<file path="src/rtl/fixed_point_pkg.sv">
// Shared Q8.8 sign-magnitude constants and types for the fixed-point math blocks.
package fixed_point_pkg;

    localparam int FXP_WIDTH = 16;
    localparam int FXP_FRAC  = 8;
    localparam int FXP_MAG_W = FXP_WIDTH - 1;
    localparam int FXP_NUM_W = FXP_MAG_W + FXP_FRAC;

    typedef logic [FXP_WIDTH-1:0] fxp_t;

    typedef enum logic [1:0] {
        IDLE,
        CALC,
        DONE
    } div_state_t;

endpackage

</file>
<file path="src/rtl/fixed_point_divider_step.sv">
// One combinational restoring-division step: shift a numerator bit in, subtract the divisor if it fits.
module fixed_point_div_step #(
    parameter int MAG_W = 15
) (
    input  logic [MAG_W:0]   rem,
    input  logic             next_bit,
    input  logic [MAG_W-1:0] den,
    output logic [MAG_W:0]   rem_next,
    output logic             q_bit
);

    logic [MAG_W+1:0] trial;

    always_comb begin
        trial    = {rem, next_bit};
        q_bit    = (trial >= {2'b00, den});
        rem_next = q_bit ? (MAG_W+1)'(trial - {2'b00, den}) : trial[MAG_W:0];
    end

endmodule

</file>
<file path="src/rtl/fixed_point_divider.sv">
// Sequential Q8.8 sign-magnitude restoring divider, one quotient bit per clock.
// Define FIXED_POINT_DIVIDER_ROUND_EN for one extra guard iteration and round-half-away magnitude.
module fixed_point_divider
    import fixed_point_pkg::*;
#(
    parameter int WIDTH = FXP_WIDTH,
    parameter int FRAC  = FXP_FRAC
) (
    input  logic             clk,
    input  logic             n_rst,
    input  logic             start,
    input  logic [WIDTH-1:0] dividend,
    input  logic [WIDTH-1:0] divisor,
    output logic             busy,
    output logic             done,
    output logic [WIDTH-1:0] quotient,
    output logic             overflow,
    output logic             div_by_zero
);

    localparam int MAG_W = WIDTH - 1;
    localparam int NUM_W = MAG_W + FRAC;
`ifdef FIXED_POINT_DIVIDER_ROUND_EN
    localparam int ITERS = NUM_W + 1;
`else
    localparam int ITERS = NUM_W;
`endif
    localparam int CNT_W = $clog2(ITERS);

    div_state_t       state_reg;
    logic [NUM_W-1:0] num_reg;
    logic [MAG_W-1:0] den_reg;
    logic [MAG_W:0]   rem_reg;
    logic [ITERS-1:0] acc_reg;
    logic [CNT_W-1:0] cnt_reg;
    logic             sign_reg;
    logic             dz_reg;

    logic [MAG_W:0]   rem_next;
    logic             q_bit;

    logic [NUM_W-1:0] trunc;
    logic [MAG_W:0]   sum;
    logic [MAG_W-1:0] res_mag;
    logic             res_ovf;
    logic             res_sign;

    fixed_point_div_step #(.MAG_W(MAG_W)) u_step (
        .rem      (rem_reg),
        .next_bit (num_reg[NUM_W-1]),
        .den      (den_reg),
        .rem_next (rem_next),
        .q_bit    (q_bit)
    );

    // With rounding the accumulator carries one extra LSB: the guard bit below the truncated result.
    always_comb begin
        trunc = acc_reg[ITERS-1 -: NUM_W];
`ifdef FIXED_POINT_DIVIDER_ROUND_EN
        sum = {1'b0, trunc[MAG_W-1:0]} + {{MAG_W{1'b0}}, acc_reg[0]};
`else
        sum = {1'b0, trunc[MAG_W-1:0]};
`endif
        res_ovf = (|trunc[NUM_W-1:MAG_W]) | sum[MAG_W];
        res_mag = res_ovf ? {MAG_W{1'b1}} : sum[MAG_W-1:0];
        if (dz_reg) begin
            res_ovf = 1'b0;
            res_mag = {MAG_W{1'b1}};
        end
        res_sign = sign_reg & (res_mag != '0);
    end

    always_ff @(posedge clk or negedge n_rst) begin
        if (!n_rst) begin
            state_reg   <= IDLE;
            num_reg     <= '0;
            den_reg     <= '0;
            rem_reg     <= '0;
            acc_reg     <= '0;
            cnt_reg     <= '0;
            sign_reg    <= 1'b0;
            dz_reg      <= 1'b0;
            busy        <= 1'b0;
            done        <= 1'b0;
            quotient    <= '0;
            overflow    <= 1'b0;
            div_by_zero <= 1'b0;
        end else begin
            done <= 1'b0;
            case (state_reg)
                IDLE: begin
                    if (start) begin
                        num_reg   <= {dividend[MAG_W-1:0], {FRAC{1'b0}}};
                        den_reg   <= divisor[MAG_W-1:0];
                        sign_reg  <= dividend[WIDTH-1] ^ divisor[WIDTH-1];
                        dz_reg    <= (divisor[MAG_W-1:0] == '0);
                        rem_reg   <= '0;
                        acc_reg   <= '0;
                        cnt_reg   <= '0;
                        busy      <= 1'b1;
                        state_reg <= CALC;
                    end
                end
                CALC: begin
                    rem_reg <= rem_next;
                    acc_reg <= {acc_reg[ITERS-2:0], q_bit};
                    num_reg <= {num_reg[NUM_W-2:0], 1'b0};
                    cnt_reg <= cnt_reg + 1'b1;
                    if (cnt_reg == CNT_W'(ITERS - 1))
                        state_reg <= DONE;
                end
                DONE: begin
                    quotient    <= {res_sign, res_mag};
                    overflow    <= res_ovf;
                    div_by_zero <= dz_reg;
                    done        <= 1'b1;
                    busy        <= 1'b0;
                    state_reg   <= IDLE;
                end
                default: state_reg <= IDLE;
            endcase
        end
    end

endmodule

</file>
<file path="config.mk">
export PLATFORM = sky130hd
export DESIGN_NAME = fixed_point_divider
export DESIGN_NICKNAME = d
export VERILOG_FILES = /design/src/rtl/fixed_point_pkg.sv /design/src/rtl/fixed_point_divider_step.sv /design/src/rtl/fixed_point_divider.sv
export SDC_FILE = /design/constraint.sdc
export NUM_CORES = 1
export LEC_CHECK = 0
export BUFFER_PORTS_ARGS = -buffer_cell sky130_fd_sc_hd__buf_2
export CAP_MARGIN = 25
export CORE_MARGIN = 5
export CORE_UTILIZATION = 36
export CTS_BUF_LIST = sky130_fd_sc_hd__clkbuf_4 sky130_fd_sc_hd__clkbuf_8 sky130_fd_sc_hd__clkbuf_16
export DETAILED_ROUTE_END_ITERATION = 6
export GPL_TIMING_DRIVEN = 0
export HOLD_SLACK_MARGIN = 0.02
export PLACE_DENSITY = 0.55
export SLEW_MARGIN = 5
export SYNTH_ARGS = -nofsm -noshare
export SYNTH_HDL_FRONTEND = slang
export SYNTH_SLANG_ARGS = --single-unit
</file>
<file path="constraint.sdc">
create_clock -name clk -period 2.2 [get_ports clk]
set_input_delay 0.11 -clock clk [delete_from_list [all_inputs] [get_ports clk]]
set_output_delay 0.11 -clock clk [all_outputs]
set_load 0.05 [all_outputs]
</file>
* After elaboration in Yosys (flattened, before gate mapping)
Cells that the tools add are included.
** Word-level totals
- Register bits after elaboration :: 106
- Logic and storage cells :: 51
** Operators by class
- Equality and inequality tests :: 5
- Add/subtract/negate cells :: 2
- Magnitude comparators :: 1
- Reduce and logical (&&, ||, !) cells :: 10
- Muxes and demuxes :: 18
- Bitwise logic cells :: 2
** Operator list (number)
- $pmux W23 S2 :: 2
- $mux W23 :: 2
- $mux W16 :: 2
- $pmux W16 S2 :: 1
- $mux W15 :: 2
- $ge A17 B15 Y1 :: 1
- $sub A16 B15 Y16 :: 1
- $logic_not A15 Y1 :: 1
- $reduce_bool A15 Y1 :: 1
- $pmux W5 S2 :: 1
- $reduce_and A2 Y1 :: 4
- $reduce_or A8 Y1 :: 1
- $add A5 B1 Y5 const B :: 1
- $eq A5 B5 Y1 const B :: 1
- $mux W5 :: 1
- $mux W2 :: 2
- $ne A2 B2 Y1 const B :: 2
- $pmux W2 S2 :: 1
- $reduce_bool A2 Y1 :: 2
- $mux W1 :: 3
- $eq A2 B1 Y1 const B :: 1
- $eq A2 B2 Y1 const B :: 1
- $logic_not A2 Y1 :: 1
- $pmux W1 S2 :: 1
- 2 further kinds :: 2

* Longest topological paths before layout
- Depth in word-level cells :: 5
- Depth in mapped cells :: 12
- Depth with buffers taken out :: 10

* Cells and area by module
A second synthesis with hierarchy kept.
** Unflattened totals
- Cell total of the unflattened synthesis :: 490
- Area total of the unflattened synthesis :: 5104.9 sq um
** By module, submodules not included
- fixed_point_divider :: area each 3863.7 sq um, times used 1, cells each 332, sequential area each 2452.4 sq um
- fixed_point_div_step :: area each 1241.2 sq um, times used 1, cells each 158, sequential area each 0.0 sq um

* Worst setup path before layout
Ideal clock, no wire load.
- Path type :: register to register
- From :: reg rem_reg[11]
- To :: reg rem_reg[7]
- Stages on the path, launching flop included :: 12
- Setup time :: 0.126 ns
- Clock period less this slack :: 2.289 ns
- Path slack :: -0.089 ns
- Path buffers :: 3
- Arrival :: 2.162 ns
- Cells stage by stage :: dfrtp_1 > ha_1 > buf_6 > and3_1 > buf_6 > and4_1 > a31oi_1 > o21ai_2 > a21oi_2 > buf_6 > nor2_2 > a311o_1
** Between the ends
- Word-level cells in the longest chain between the ends :: 3
** RTL lines
- from (decl) :: RTL line fixed_point_divider.sv:33 : logic [MAG_W:0] rem_reg;
- from (signal assigned) :: RTL line fixed_point_divider.sv:105 : rem_reg <= rem_next;
- $ge A17 B15 Y1 :: RTL line fixed_point_divider_step.sv:16 : q_bit = (trial >= {2'b00, den});
- $mux W16 :: RTL line fixed_point_divider_step.sv:17 : rem_next = q_bit ? (MAG_W+1)'(trial - {2'b00, den}) : trial[MAG_W:0];
- $pmux W16 S2 :: RTL line fixed_point_divider.sv:90 : case (state_reg)
Every way passes these cells.
A chain may end at the register's enable or synchronous reset.

* Worst setup path in the final report
- From :: reg num_reg[22]
- To :: reg rem_reg[14]
** Between the ends
- Word-level cells in the longest chain between the ends :: 3
- Elaborated cells on any way between the ends :: 4
- Those cells by class :: add/sub: 1; order compare: 1; mux: 2
** RTL lines
- from (decl) :: RTL line fixed_point_divider.sv:31 : logic [NUM_W-1:0] num_reg;
- from (signal assigned) :: RTL line fixed_point_divider.sv:93 : num_reg <= {dividend[MAG_W-1:0], {FRAC{1'b0}}};
- from (signal assigned) :: RTL line fixed_point_divider.sv:107 : num_reg <= {num_reg[NUM_W-2:0], 1'b0};
- $sub A16 B15 Y16 or $ge A17 B15 Y1 (tied branches) :: RTL line fixed_point_divider_step.sv:17, fixed_point_divider_step.sv:16
- $mux W16 * :: RTL line fixed_point_divider_step.sv:17
- $pmux W16 S2 * :: RTL line fixed_point_divider.sv:90
Every way passes the cells marked *; elsewhere a longest branch is shown, timed or not.

==> flow_summary.ini <==
[clock_network]
clk_latency_ps = 350
cts_tree = built
clock-sinks = 98
clock_path_buffers = 2
cts_max_level = 3
root_buffer = clkbuf_16
clk_pin_slew_worst_paths_ps = 70
cts_buffers = 9

[logic_synthesis]
syn_area_mm2 = 0.004985
yosys.area.top_type = dfrtp_1
synth_top_area_share_pct = 49.20
yosysWarnings = 0
yosysUniqueCellTypes = 56
synth-seq-cells = 98
synth_area_per_cell_um2 = 9.014
synth_seq_area_share_pct = 49.20
async_flop_share_pct = 100.0
synth_edf_count = 0
synthTopCellsByArea = dfrtp_1 49%, nand2_1 8.8%, nand3_1 4.5%, o21ai_0 4.5%, ha_1 4.3%
syn_nets = 606
syn_inst = 553
synthFlopType = dfrtp_1

[setup_path]
r2r-start = num_reg[22]
r2r-end = rem_reg[14]
cp_cell_sequence = inv_2, ha_4, fa_2, nor2b_4, o31ai_4, o21bai_4, a21oi_2, nor2_1, or4_4, o211ai_2
startpoint = num_reg[22]
slowest_delay_ps = 530
cp.required_ps = 2470
cp_num_cells = 10
cp-start-kind = flip-flop
worstPathMaxFanout = 2
slowest_stage = or4_4
worstRegToRegCells = 10
arrival_ps = 2580
cp.buffers_inverters = 1
critPathCapture = rem_reg[14]
crit_family = compound AO/OA/AOI/OAI gates
r2r_slack_ps = -110
endpoint_kind = flip-flop
worstSetupPathType = flip-flop to flip-flop

[timing]
worst_slack_ps = -106.3
finalClockSkew_ps = 8.062
fmax_mhz = 433.6
grt_setup_unrepaired = yes
timing.hold.ws_ps = 36.71
period_needed_ps = 2306
hold_violations = 0
finalSetupViolations = 13
finalMaxSlewViolations = 0
tightest_slew_ps = 914.5
min_period_over_period_pct = 104.8
max_slew_margin_pct = 38.81

[grt]
grt_overflow = 0
grt_pass1_wl_um = 22070
grt_max_degree = 68
globalRouteTotalUtil_pct = 16.91
antenna_found_initial = 0
grt_pass1_vias = 4389

[place]
dp_cells = 788
io_buffer_count = 54
hpwlAfterDp_um = 9321
place_congestion = 0.9015

[job]
maxCapViolCount = 0

[final_layout]
nets = 716
final_cells = 848
fillers = 1308
largest_reg_flops = 23
area_delta_synth_final_pct = 31.07
drive_above_1_share_pct = 23.80
diodes = 0

[outcome]
outcome = complete, but fails checks
failed_checks = negative setup slack

[min_path]
hold_class = input port to flip-flop
hp-start = dividend[5]

[routing]
vias_per_cell = 5.200
wire_per_inst_um = 15.98
firstDrtPassIters = 5
routed_wl_um = 13550
drc = 0
ant_nets = 0
vias = 4410
drtIter0Drc = 316

[floorplanning]
initial_core_util_pct = 36.33
die_h_um = 127.7
die_area_mm2 = 0.01630
io_pins = 55
coreArea_mm2 = 0.01372
die_w_um = 127.7
rows = 43

[pwr]
p_leak_nw = 2.923
ir_drop_v = 0.0006341
powerDensity_mw_per_mm2 = 1867
==> kinds of logic (layout without fill, tap and decap cells) <==
kind of cell	Yosys count	after routing	share of synthesized area, %
mux	8	8	1.606
compound gates	118	118	14.38
fa+ha+maj	18	18	4.669
simple gates	244	244	22.24
flops	98	98	49.20
buf+inv	55	170	5.798
xor+xnor	12	12	2.109
==> Yosys cell counts (3+ instances only) <==
master / count
buf_6: 5
a21o_1: 3
inv_1: 24
dfrtp_1: 98
nor2b_1: 3
nand4_1: 6
a31oi_1: 5
o31ai_1: 3
o21ai_0: 45
o211ai_1: 3
o22ai_1: 15
nor4_1: 9
clkbuf_1: 20
mux2i_1: 8
nor2_1: 40
and3_1: 4
nand2_1: 117
xor2_1: 3
a21oi_1: 18
nor3_1: 3
o21ai_1: 8
clkbuf_8: 4
nand3_1: 45
xnor2_1: 9
ha_1: 17
==> worst reg2reg max path: stages (launching register included) <==
cell	delay, ps
dfrtp_1	400
inv_2	90
ha_4	140
fa_2	240
nor2b_4	60
o31ai_4	260
o21bai_4	120
a21oi_2	190
nor2_1	70
or4_4	530
o211ai_2	140
==> cells in the final DEF (no fill, tap or decap), types with 9 or more instances in the layout <==
cell type      netlist  routed
a21oi_1             18      14
clkbuf_16            0       9
clkbuf_1            20      19
dlygate4sd3_1        0      22
nand2_1            117     116
dfrtp_1             98      97
nor2_1              40      40
o22ai_1             15      15
nor4_1               9       9
ha_4                 0      10
o21ai_0             45      42
xnor2_1              9       9
nand3_1             45      43
buf_4                1      24
buf_2                1      53
inv_1               24      17
o21ai_1              8      10
==> layer usage <==
metal  vias to the layer above  track usage (%)  part of all wire, %
met5                         -                0                    0
met4                         0            7.553                  2.7
met3                        27            2.542                  4.7
met2                       117            25.92                   44
met1                      2130            23.76                   48
li1                       2136                -                    -
==> repair_timing <==
action	in CTS	in global routing
endpoints found under the hold margin	52	0
gates cloned	1	0
hold buffers	22	0
pin swaps	13	21
resized for setup	31	37
setup buffers	9	16
endpoints found under the setup margin	18	18
==> final cells by class <==
class | count | area [um2] | area share (%)
multi-input combinational | 400 | 2556 | 39.12
buffer | 27 | 167.7 | 2.566
tap | 180 | 225.2 | 3.447
clock buffer | 10 | 232.7 | 3.562
timing repair buffer | 103 | 734.5 | 11.24
sequential | 98 | 2454 | 37.55
inverter | 24 | 90.09 | 1.379
clock inverter | 6 | 73.82 | 1.130
==> how the worst min path moves through the flow <==
stage	endpoint	slack, ps	cells after the start
final	num_reg[13]	40	3
after global routing	num_reg[13]	40	3
after CTS	num_reg[13]	20	3
after detailed placement	den_reg[12]	100	1
after global placement	den_reg[8]	330	3
after floorplan	acc_reg[0]	-190	0
==> per-stage QoR <==
stage	TNS (ps)	area (um2)	util (%)	total power, mW	setup slack, ps
after floorplan	-170.2	4990	-	7.481	-52.76
after global placement	-8457	5485	39.98	8.768	-410.6
after global routing	-1866	6534	47.62	13.09	-179.4
final	-699.4	6534	47.62	12.20	-106.3
after CTS	-1888	6260	45.63	11.27	-160.9
after detailed placement	-4191	5515	40.20	8.889	-409.9
==> where the power goes <==
| part | internal (mW) | switching, mW |
|---|---|---|
| Combinational | 3.32 | 4.06 |
| Clock | 0.909 | 0.729 |
| Sequential | 2.59 | 0.584 |
Note: power is estimated with default switching activity, not from simulation.
